$ cat config.mk
export PLATFORM = sky130hd
export DESIGN_NAME = logdrop_window_stream
export DESIGN_NICKNAME = d
export VERILOG_FILES = /design/src/rtl/logdrop_window_stream.sv
export SDC_FILE = /design/constraint.sdc
export NUM_CORES = 1
export LEC_CHECK = 0
export ABC_AREA = 1
export CAP_MARGIN = 20
export CELL_PAD_IN_SITES_DETAIL_PLACEMENT = 1
export CELL_PAD_IN_SITES_GLOBAL_PLACEMENT = 1
export CORE_ASPECT_RATIO = 1.1
export CORE_MARGIN = 2
export CORE_UTILIZATION = 40
export CTS_BUF_LIST = sky130_fd_sc_hd__clkbuf_4 sky130_fd_sc_hd__clkbuf_8 sky130_fd_sc_hd__clkbuf_16
export CTS_CLUSTER_SIZE = 25
export DETAILED_ROUTE_END_ITERATION = 7
export HOLD_SLACK_MARGIN = 0.05
export PLACE_DENSITY_LB_ADDON = 0.1
export SYNTH_ARGS = -nofsm -noshare
export SYNTH_HDL_FRONTEND = slang
export SYNTH_SLANG_ARGS = --single-unit
export TNS_END_PERCENT = 50
$ cat constraint.sdc
create_clock -name i_clk -period 2.7 [get_ports i_clk]
set_input_delay 0.675 -clock i_clk [delete_from_list [all_inputs] [get_ports i_clk]]
set_output_delay 0.675 -clock i_clk [all_outputs]
set_load 0.01 [all_outputs]
$ cat src/rtl/logdrop_window_stream.sv
// Streaming power-of-two taper window over N_CH parallel channels sharing one window position.
// Latency: 2 cycles from accept to o_valid when not stalled; 1 sample/cycle throughput.
// Backpressure: skid-free two-stage pipeline; o_ready falls combinationally when both stages hold data and i_ready is low.
module logdrop_window_stream #(
  parameter int DATA_W = 8,
  parameter int WINLEN = 256,
  parameter int N_CH   = 1
) (
  input  logic                       i_clk,
  input  logic                       i_rst,
  input  logic                       i_valid,
  output logic                       o_ready,
  input  logic [N_CH*DATA_W-1:0]     i_x,
  input  logic                       i_mode,
  input  logic                       i_restart,
  output logic                       o_valid,
  input  logic                       i_ready,
  output logic [N_CH*DATA_W-1:0]     o_y,
  output logic [$clog2(WINLEN)-1:0]  o_t,
  output logic                       o_last
);

  localparam int L    = $clog2(WINLEN);
  localparam int SH_W = (L > 1) ? $clog2(L) : 1;
  localparam logic [SH_W-1:0] LM1 = SH_W'(L - 1);

  // window position and the mode that governs the current window
  logic [L-1:0] t_cnt;
  logic         mode_q;

  // stage A
  logic                   a_valid;
  logic [N_CH*DATA_W-1:0] a_x;
  logic [L-1:0]           a_t;
  logic                   a_mode;
  logic                   a_last;

  // handshake and tagging
  logic         accept;
  logic         b_adv;
  logic         a_adv;
  logic [L-1:0] tag;
  logic         tag_is_t0;
  logic         eff_mode;

  // window shift for the sample sitting in stage A
  logic [L-2:0]           t_fold;
  logic [L-1:0]           u_plus1;
  logic [SH_W-1:0]        msb_pos;
  logic [SH_W-1:0]        shamt;
  logic [N_CH*DATA_W-1:0] y_nxt;

  // pipeline advance conditions; stage A may refill in the same cycle stage B drains
  always_comb begin
    b_adv   = !o_valid || i_ready;
    a_adv   = !a_valid || b_adv;
    o_ready = a_adv;
    accept  = i_valid && a_adv;
  end

  // tag the incoming sample; a t=0 sample uses the live i_mode since it opens a new window
  always_comb begin
    tag       = i_restart ? '0 : t_cnt;
    tag_is_t0 = (tag == '0);
    eff_mode  = tag_is_t0 ? i_mode : mode_q;
  end

  // window counter and window-mode register
  always_ff @(posedge i_clk or posedge i_rst) begin
    if (i_rst) begin
      t_cnt  <= '0;
      mode_q <= 1'b1;
    end else begin
      if (accept) begin
        t_cnt <= tag + L'(1);
        if (tag_is_t0) begin
          mode_q <= i_mode;
        end
      end else if (i_restart) begin
        t_cnt <= '0;
      end
    end
  end

  // stage A register: sample, position, mode and end-of-window flag
  always_ff @(posedge i_clk or posedge i_rst) begin
    if (i_rst) begin
      a_valid <= 1'b0;
      a_x     <= '0;
      a_t     <= '0;
      a_mode  <= 1'b1;
      a_last  <= 1'b0;
    end else if (a_adv) begin
      a_valid <= accept;
      if (accept) begin
        a_x    <= i_x;
        a_t    <= tag;
        a_mode <= eff_mode;
        a_last <= (tag == '1);
      end
    end
  end

  // fold position about the window centre: WINLEN-1-t is the bitwise inverse of t
  always_comb begin
    t_fold  = a_t[L-1] ? ~a_t[L-2:0] : a_t[L-2:0];
    u_plus1 = {1'b0, t_fold} + L'(1);
  end

  // floor(log2(u+1)) via highest set bit; u+1 is never zero
  always_comb begin
    msb_pos = '0;
    for (int i = 0; i < L; i++) begin
      if (u_plus1[i]) begin
        msb_pos = SH_W'(i);
      end
    end
  end

  // attenuation shift per channel; rectangular mode passes samples through
  always_comb begin
    shamt = a_mode ? (LM1 - msb_pos) : '0;
    y_nxt = '0;
    for (int c = 0; c < N_CH; c++) begin
      y_nxt[c*DATA_W +: DATA_W] = a_x[c*DATA_W +: DATA_W] >> shamt;
    end
  end

  // stage B register: outputs hold their last values while empty or stalled
  always_ff @(posedge i_clk or posedge i_rst) begin
    if (i_rst) begin
      o_valid <= 1'b0;
      o_y     <= '0;
      o_t     <= '0;
      o_last  <= 1'b0;
    end else if (b_adv) begin
      o_valid <= a_valid;
      if (a_valid) begin
        o_y    <= y_nxt;
        o_t    <= a_t;
        o_last <= a_last;
      end
    end
  end

endmodule

# == After elaboration in Yosys (flattened, before gate mapping) ==
# Cells that the tools add are included.
# totals
input_bits,14
regBits,46
out_inout_bits,19
word_cells,37
# classes
muxes,12
n_eq_ne,1
n_shift,1
addsub,3
bitwise,1
reduce_logical,8
# ops
cell,n
3-bit two-way mux,7
8-bit two-way mux,2
"7-bit by 1-bit adder with 8-bit output, second input constant",1
"8-bit by 1-bit adder with 8-bit output, second input constant",1
"8-bit == test, second input constant",1
8-bit zero test,1
8-bit by 3-bit >> shifter with 8-bit output,1
7-bit two-way mux,1
7-bit inverter,1
2-bit AND reduction,2
"3-bit subtractor, first input constant",1
1-bit zero test,2
1-bit logical OR,2
1-bit two-way mux,2
1-bit logical AND,1

# == Longest topological paths before layout ==
# Gate-level depths: netlist of run 1.
# logic_depth
word_depth,13
mapped_depth,17
mapped_depth_nobuf,16

# == Least setup slack after synthesis of run 1 ==
# OpenSTA, ideal clock, no wires.
# synth_timing
kind,reg2reg
startpoint,register a_t[7]
endpoint,register o_y[0]
setup_ps,124
n_path_buf,1
slack_ps,638
period_less_slack_ps,2062
path_stages_with_launch,16
t_required_ps,2576
arrival_ps,1938
cell_sequence,dfrtp_1 > buf_6 > inv_4 > nand2_1 > nand2_1 > ha_1 > nand2_1 > nor2_2 > nand3_2 > xor2_1 > nor2_2 > nand3_2 > nand2_2 > inv_2 > nand3_1 > nand3_1
# synth_via
elab_chain_cells,12
# synth_lines
item,line_no,text
from (decl),34,logic [L-1:0] a_t;
from (signal assigned),97,a_t <= tag;
7-bit two-way mux *,106,t_fold = a_t[L-1] ? ~a_t[L-2:0] : a_t[L-2:0];
7-bit by 1-bit adder with 8-bit output *,107,"u_plus1 = {1'b0, t_fold} + L'(1);"
1-bit two-way mux,114,if (u_plus1[i]) begin
3-bit two-way mux (5 in series),114,
3-bit two-way mux *,114,
3-bit subtractor *,122,shamt = a_mode ? (LM1 - msb_pos) : '0;
3-bit two-way mux *,122,
8-bit by 3-bit >> shifter with 8-bit output *,125,y_nxt[c*DATA_W +: DATA_W] = a_x[c*DATA_W +: DATA_W] >> shamt;
to (signal assigned),139,o_y <= y_nxt;
to (decl),18,"output logic [N_CH*DATA_W-1:0] o_y,"
# Mark *: on every way between the ends. The rest lies on a longest branch, timed or not.
# A chain may end at the register's enable or synchronous reset.

# == Final worst setup path of run 1 ==
# layout_timing
startpoint,input i_ready
endpoint,output o_ready
# layout_via
elab_chain_cells,2
# layout_lines
item,line_no,text
from (decl),17,"input logic i_ready,"
1-bit logical OR,55,b_adv = !o_valid || i_ready;
1-bit logical OR,56,a_adv = !a_valid || b_adv;
to (decl),12,"output logic o_ready,"
# Every way passes these cells.

==> results of run 1 <==
==> critical path, cell delays in order <==
cell and delay (ns):
clkdlybuf4s50_1 0.46, inv_1 0.05, nand3_1 0.10, clkdlybuf4s50_1 0.55
==> layout make-up <==
class | instances | area, sq um | share of cell area, %
clock buffer | 6 | 82.6 | 2.80
clock inverter | 2 | 37.5 | 1.27
multi-input combinational | 209 | 1120 | 37.8
inverter | 29 | 111 | 3.78
sequential | 45 | 1130 | 38.2
tap | 77 | 96.3 | 3.27
timing repair buffer | 38 | 378 | 12.8
==> sequential cells by signal, indices dropped and copies added, names as in the netlist, named ones only <==
signal / flops
a_t: 8
a_last: 1
o_last: 1
a_x: 8
t_cnt: 8
a_valid: 1
o_valid: 1
o_y: 8
o_t: 8
==> cells in the mapped netlist (all sizes together) (2+ instances only) <==
cell,number
inv,28
ha,3
nor2,16
nand2,107
xor2,9
dfrtp,44
nand4,3
xnor2,4
nand3,43
clkbuf,5
o21ai,18
a21oi,2
==> where the power goes <==
group	leakage, uW	total, uW	internal (uW)	switching, uW
combinational	0.000759	595	253	342
sequential	0.000594	820	764	56.5
clock	0.0000574	532	301	231
==> kinds of logic (layout without fill, tap and decap cells) <==
logic type	count (synthesis)	in the layout	share of synthesized area [%]
AND/OR/NAND/NOR	172	172	35.1
flip-flops	45	45	47.3
buffers and inverters	35	75	5.93
AO/OA/AOI/OAI	21	21	4.72
XOR/XNOR	13	13	5.40
adder cells (fa/ha/maj)	3	3	1.57
==> worst paths after layout <==
kind | startpoint | endpoint | slack, ns
setup / recovery | i_ready | o_ready | 0.19
hold / removal | o_y[4] | o_y[4] | 0.49
setup reg to reg | a_t[7] | o_y[1] | 0.29
hold reg to reg | o_y[4] | o_y[4] | 0.49
max in group asynchronous | i_rst | asynchronous set/reset pin | 1.72
min in group asynchronous | i_rst | a_x[1] | 0.71
==> routing by layer <==
layer  track usage, %  part of all wire, %
met1             25.6                   48
met5                0                    0
met3             3.09                  3.0
met4             3.90                 0.72
met2             31.0                   48
==> through the flow <==
step	utilization [%]	setup slack (ns)	cell area (sq um)	hold slack, ns	power [uW]
final	51.1	0.195	2950	0.488	1950
after global routing	51.1	0.00998	2950	0.518	2090
after floorplan	-	0.638	2380	0.449	1200
after global placement	49.0	0.213	2830	0.461	1420
after CTS	51.1	0.180	2950	0.493	1980
after detailed placement	49.0	0.0617	2830	0.472	1440
==> flow_summary.yaml, run 1 <==
outcome:
  status: "finished clean"
die:
  placementRows: 29
  ios: 33
  die_w_um: 77.6
  fp.dieH_um: 85.0
  core_area_sq_um: 5770
  start_util_pct: 41.3
  dieArea_sq_um: 6600
synthesis:
  async_flop_share_pct: 100
  syn_inst: 289
  synth_top_area_share_pct: 46.2
  synth_nets: 306
  synth_edf_count: 0
  yosys_warnings: 0
  synth_top_area_cell: "dfrtp_1"
  synthTopCellsByArea: "dfrtp_1 46%, nand2_1 15%, nand3_1 8.0%"
  avgSynthCellArea_sq_um: 8.25
  ys_types: 29
  syn_area_sq_um: 2380
  ys.flop_type: "dfrtp_1"
  yosysSeqAreaShare_pct: 47.3
  ys_ff_latch: 45
cells_and_area:
  final_cells: 406
  final_common_cell: "nand2_1"
  drive_gt1_share_pct: 13.7
  mostFrequentLayoutCells: "94 x nand2_1, 44 x dfrtp_1, 38 x nand3_1, 32 x clkdlybuf4s50_1, 25 x inv_1"
  n_antenna_cell: 0
  fin_nets: 345
  nFillCells: 715
  syn_to_final_growth_pct: 23.7
timing:
  finalCriticalPeriod_ns: 2.51
  finalMaxSlewViolations: 0
  fin_skew_ns: 0.00888
  max_freq_mhz: 399
  fin_setup_tns_ns: 0
  rsz0062_at_grt: "no"
  tightestPinTransition_ns: 0.392
  setup_viol: 0
  hold_viol_final: 0
  relSlewSlack_pct: 73.7
  finalCritPeriodShare_pct: 92.8
global_route:
  first_global_vias: 2148
  antenna_found_initial: 0
  overflow: 0
  grt_pass1_wl_um: 9870
  grt_usage_pct: 18.6
  grt_max_degree: 46
clock_network:
  cts-htree-levels: 2
  clockRootBuffer: "clkbuf_8"
  cts.sinks: 45
  numCtsBuffers: 5
  cts-resized-gates: 0
  postCtsSetupRepairBufs: 0
  cts_tree: "done"
  clockBufferDepth: 2
  postCtsHoldBufs: 0
  clkLatencyLatePin_ns: 0.29
  clkTransAtPathRegs_ns: 0.08
routing:
  drc: 0
  wire_per_inst_um: 13.3
  drtAntennaViolNets: 0
  vias: 1987
  drt-vias-per-instance: 4.89
  wirelength_um: 5410
  drt_first_iter_violations: 91
  first_pass_iters: 4
power_and_ir_drop:
  power_density_nw_per_um2: 660
  power_leakage_uw: 0.00141
  ir_drop_mv: 0.311
critical_path:
  critPathCaptureType: "output port"
  required_ns: 2.03
  path_class: "input port to output port"
  path_max_fanout: 3
  start_kind: "input port"
  worstPathArrival_ns: 1.83
  ff2ff_path_depth: 14
placed_design:
  placed_cells: 398
  gp_congestion: 0.798
  dpl.hpwl_um: 4170
  numPortBuffers: 32
worst_hold_path:
  hold_depth: 2
  hold_class: "register to register"
run:
  cap_viol_max_count: 0
Power figures use the tool's default switching activity.
==> inputs of run 2 (changes only) <==
==> constraint.sdc (replaced) <==
create_clock -name i_clk -period 2.7 [get_ports i_clk]
set_input_delay 0.54 -clock i_clk [delete_from_list [all_inputs] [get_ports i_clk]]
set_output_delay 0.54 -clock i_clk [all_outputs]
set_load 0.01 [all_outputs]
==> flow_summary.yaml, run 2 (synthesis results as in run 1) <==
outcome:
  status: "finished clean"
run:
  cap_viol_max_count: 0
placed_design:
  gp_congestion: 0.804
  dpl.hpwl_um: 4430
  numPortBuffers: 32
clock_network:
  cts.sinks: 45
  cts_tree: "done"
  numCtsBuffers: 5
  clockRootBuffer: "clkbuf_8"
  cts-resized-gates: 0
  postCtsSetupRepairBufs: 0
  clkTransAtPathRegs_ns: 0.09
  postCtsHoldBufs: 0
  clockBufferDepth: 2
  clkLatencyLatePin_ns: 0.30
  cts-htree-levels: 2
power_and_ir_drop:
  pwr-share-comb_pct: 31.6
  swShare_pct: 33.6
  ir_drop_mv: 0.348
  p_int_uw: 1290
  p_sw_uw: 650
  clockPowerShare_pct: 26.1
  power_frac_seq_pct: 42.3
  power_density_nw_per_um2: 660
  power_leakage_uw: 0.00141
  power.total_uw: 1940
die:
  core_area_sq_um: 5770
  fp.dieH_um: 85.0
  die_w_um: 77.6
  ios: 33
  dieArea_sq_um: 6600
  placementRows: 29
  start_util_pct: 41.3
critical_path:
  path_class: "register to register"
  cp_slowest_stage_delay_ns: 0.59
  path_cells: "inv_4 -> nand2_1 -> nand2_1 -> ha_1 -> nand3_1 -> xor2_1 -> nand2_1 -> nand2_2 -> nand2_4 -> nand2_8 -> nand2_1 -> nand3_1 -> nand3_1 -> a21oi_2"
  slowest_stage: "dfrtp_1"
  start_kind: "register"
  critPathCaptureType: "register"
  path_max_fanout: 9
  r2r-start: "a_t[7]"
  required_ns: 2.93
  cp-startpoint: "a_t[7]"
  worstPathArrival_ns: 2.65
  cpMostUsedCell: "nand2_1"
cells_and_area:
  nFillCells: 683
  multi_input_area_sq_um: 1120
  drive_gt1_share_pct: 13.4
  fin_nets: 345
  register_area_sq_um: 1130
  fin_util_pct: 50.8
  final_common_cell: "nand2_1"
  mostFrequentLayoutCells: "94 x nand2_1, 44 x dfrtp_1, 38 x nand3_1, 32 x clkdlybuf4s50_1, 25 x inv_1"
  syn_to_final_growth_pct: 23.0
  n_antenna_cell: 0
routing:
  drtAntennaViolNets: 0
  drt-vias-per-instance: 4.95
  drc: 0
  vias: 2006
  drt_first_iter_violations: 47
  wire_per_inst_um: 14.5
  first_pass_iters: 4
  wirelength_um: 5860
global_route:
  grt_max_degree: 46
  overflow: 0
  grt_pass1_wl_um: 10300
  first_global_vias: 2173
  antenna_found_initial: 0
  grt_usage_pct: 19.6
worst_hold_path:
  worstHoldStart: "o_t[3]"
  hold_class: "register to register"
timing:
  rsz0062_at_grt: "no"
  hold_viol_final: 0
  fin_setup_tns_ns: 0
  relSlewSlack_pct: 58.9
  max_freq_mhz: 414
  tightestPinTransition_ns: 0.610
  finalCriticalPeriod_ns: 2.42
  setup_viol: 0
  finalCritPeriodShare_pct: 89.5
  finalMaxSlewViolations: 0
  fin_skew_ns: 0.00564
run 2: routing by layer:
metal / track usage, % / share of wire, %
met5: 0 / 0
met4: 6.33 / 1.2
met3: 3.40 / 2.4
met2: 32.7 / 50
met1: 26.0 / 46
run 2: area by class of cell:
| type | instances | share of cell area [%] |
|---|---|---|
| sequential | 45 | 38.4 |
| multi-input combinational | 209 | 38.1 |
| timing repair buffer | 38 | 12.9 |
| inverter | 29 | 3.80 |
| tap | 77 | 3.28 |
| clock buffer | 5 | 2.35 |
| clock inverter | 2 | 1.19 |
run 2: path summary, 6_finish.rpt:
kind	cells after the start	slack (ns)	end
setup / recovery	14	0.28	o_y[3]
hold / removal	2	0.49	o_t[3]
setup reg to reg	14	0.28	o_y[3]
hold reg to reg	2	0.49	o_t[3]
max in group asynchronous	3	1.86	asynchronous set/reset pin
min in group asynchronous	3	0.57	a_x[1]
run 2: power groups by stage:
| stage | registers [uW] | clock network (uW) | logic, uW |
|---|---|---|---|
| finish | 819 | 504 | 612 |
| global route | 833 | 540 | 682 |
| CTS | 821 | 517 | 619 |
| detailed placement | 834 | 0 | 611 |
| global placement | 827 | 0 | 595 |
| floorplan | 846 | 0 | 354 |
run 2: metrics by stage:
stage	hold slack [ns]	setup slack (ns)	area [sq um]	cells
floorplan	0.449	0.638	2380	289
global placement	0.464	0.231	2830	398
detailed placement	0.473	0.101	2830	398
CTS	0.494	0.262	2930	405
global route	0.533	0.0368	2930	405
finish	0.489	0.283	2930	405
run 2: critical path: cells and delay by family, from the launching register on:
kind            cells  cell delay (ns)
compound gates      1             0.11
xor+xnor            1             0.26
fa+ha+maj           1             0.27
buf+inv             1             0.10
flops               1             0.59
simple gates       10             0.99
==> inputs of run 3 (changes only) <==
Settings changed: SLEW_MARGIN from default to 30.
==> results of run 3 <==
Final layout, timing and power as in run 2 (identical DEF).
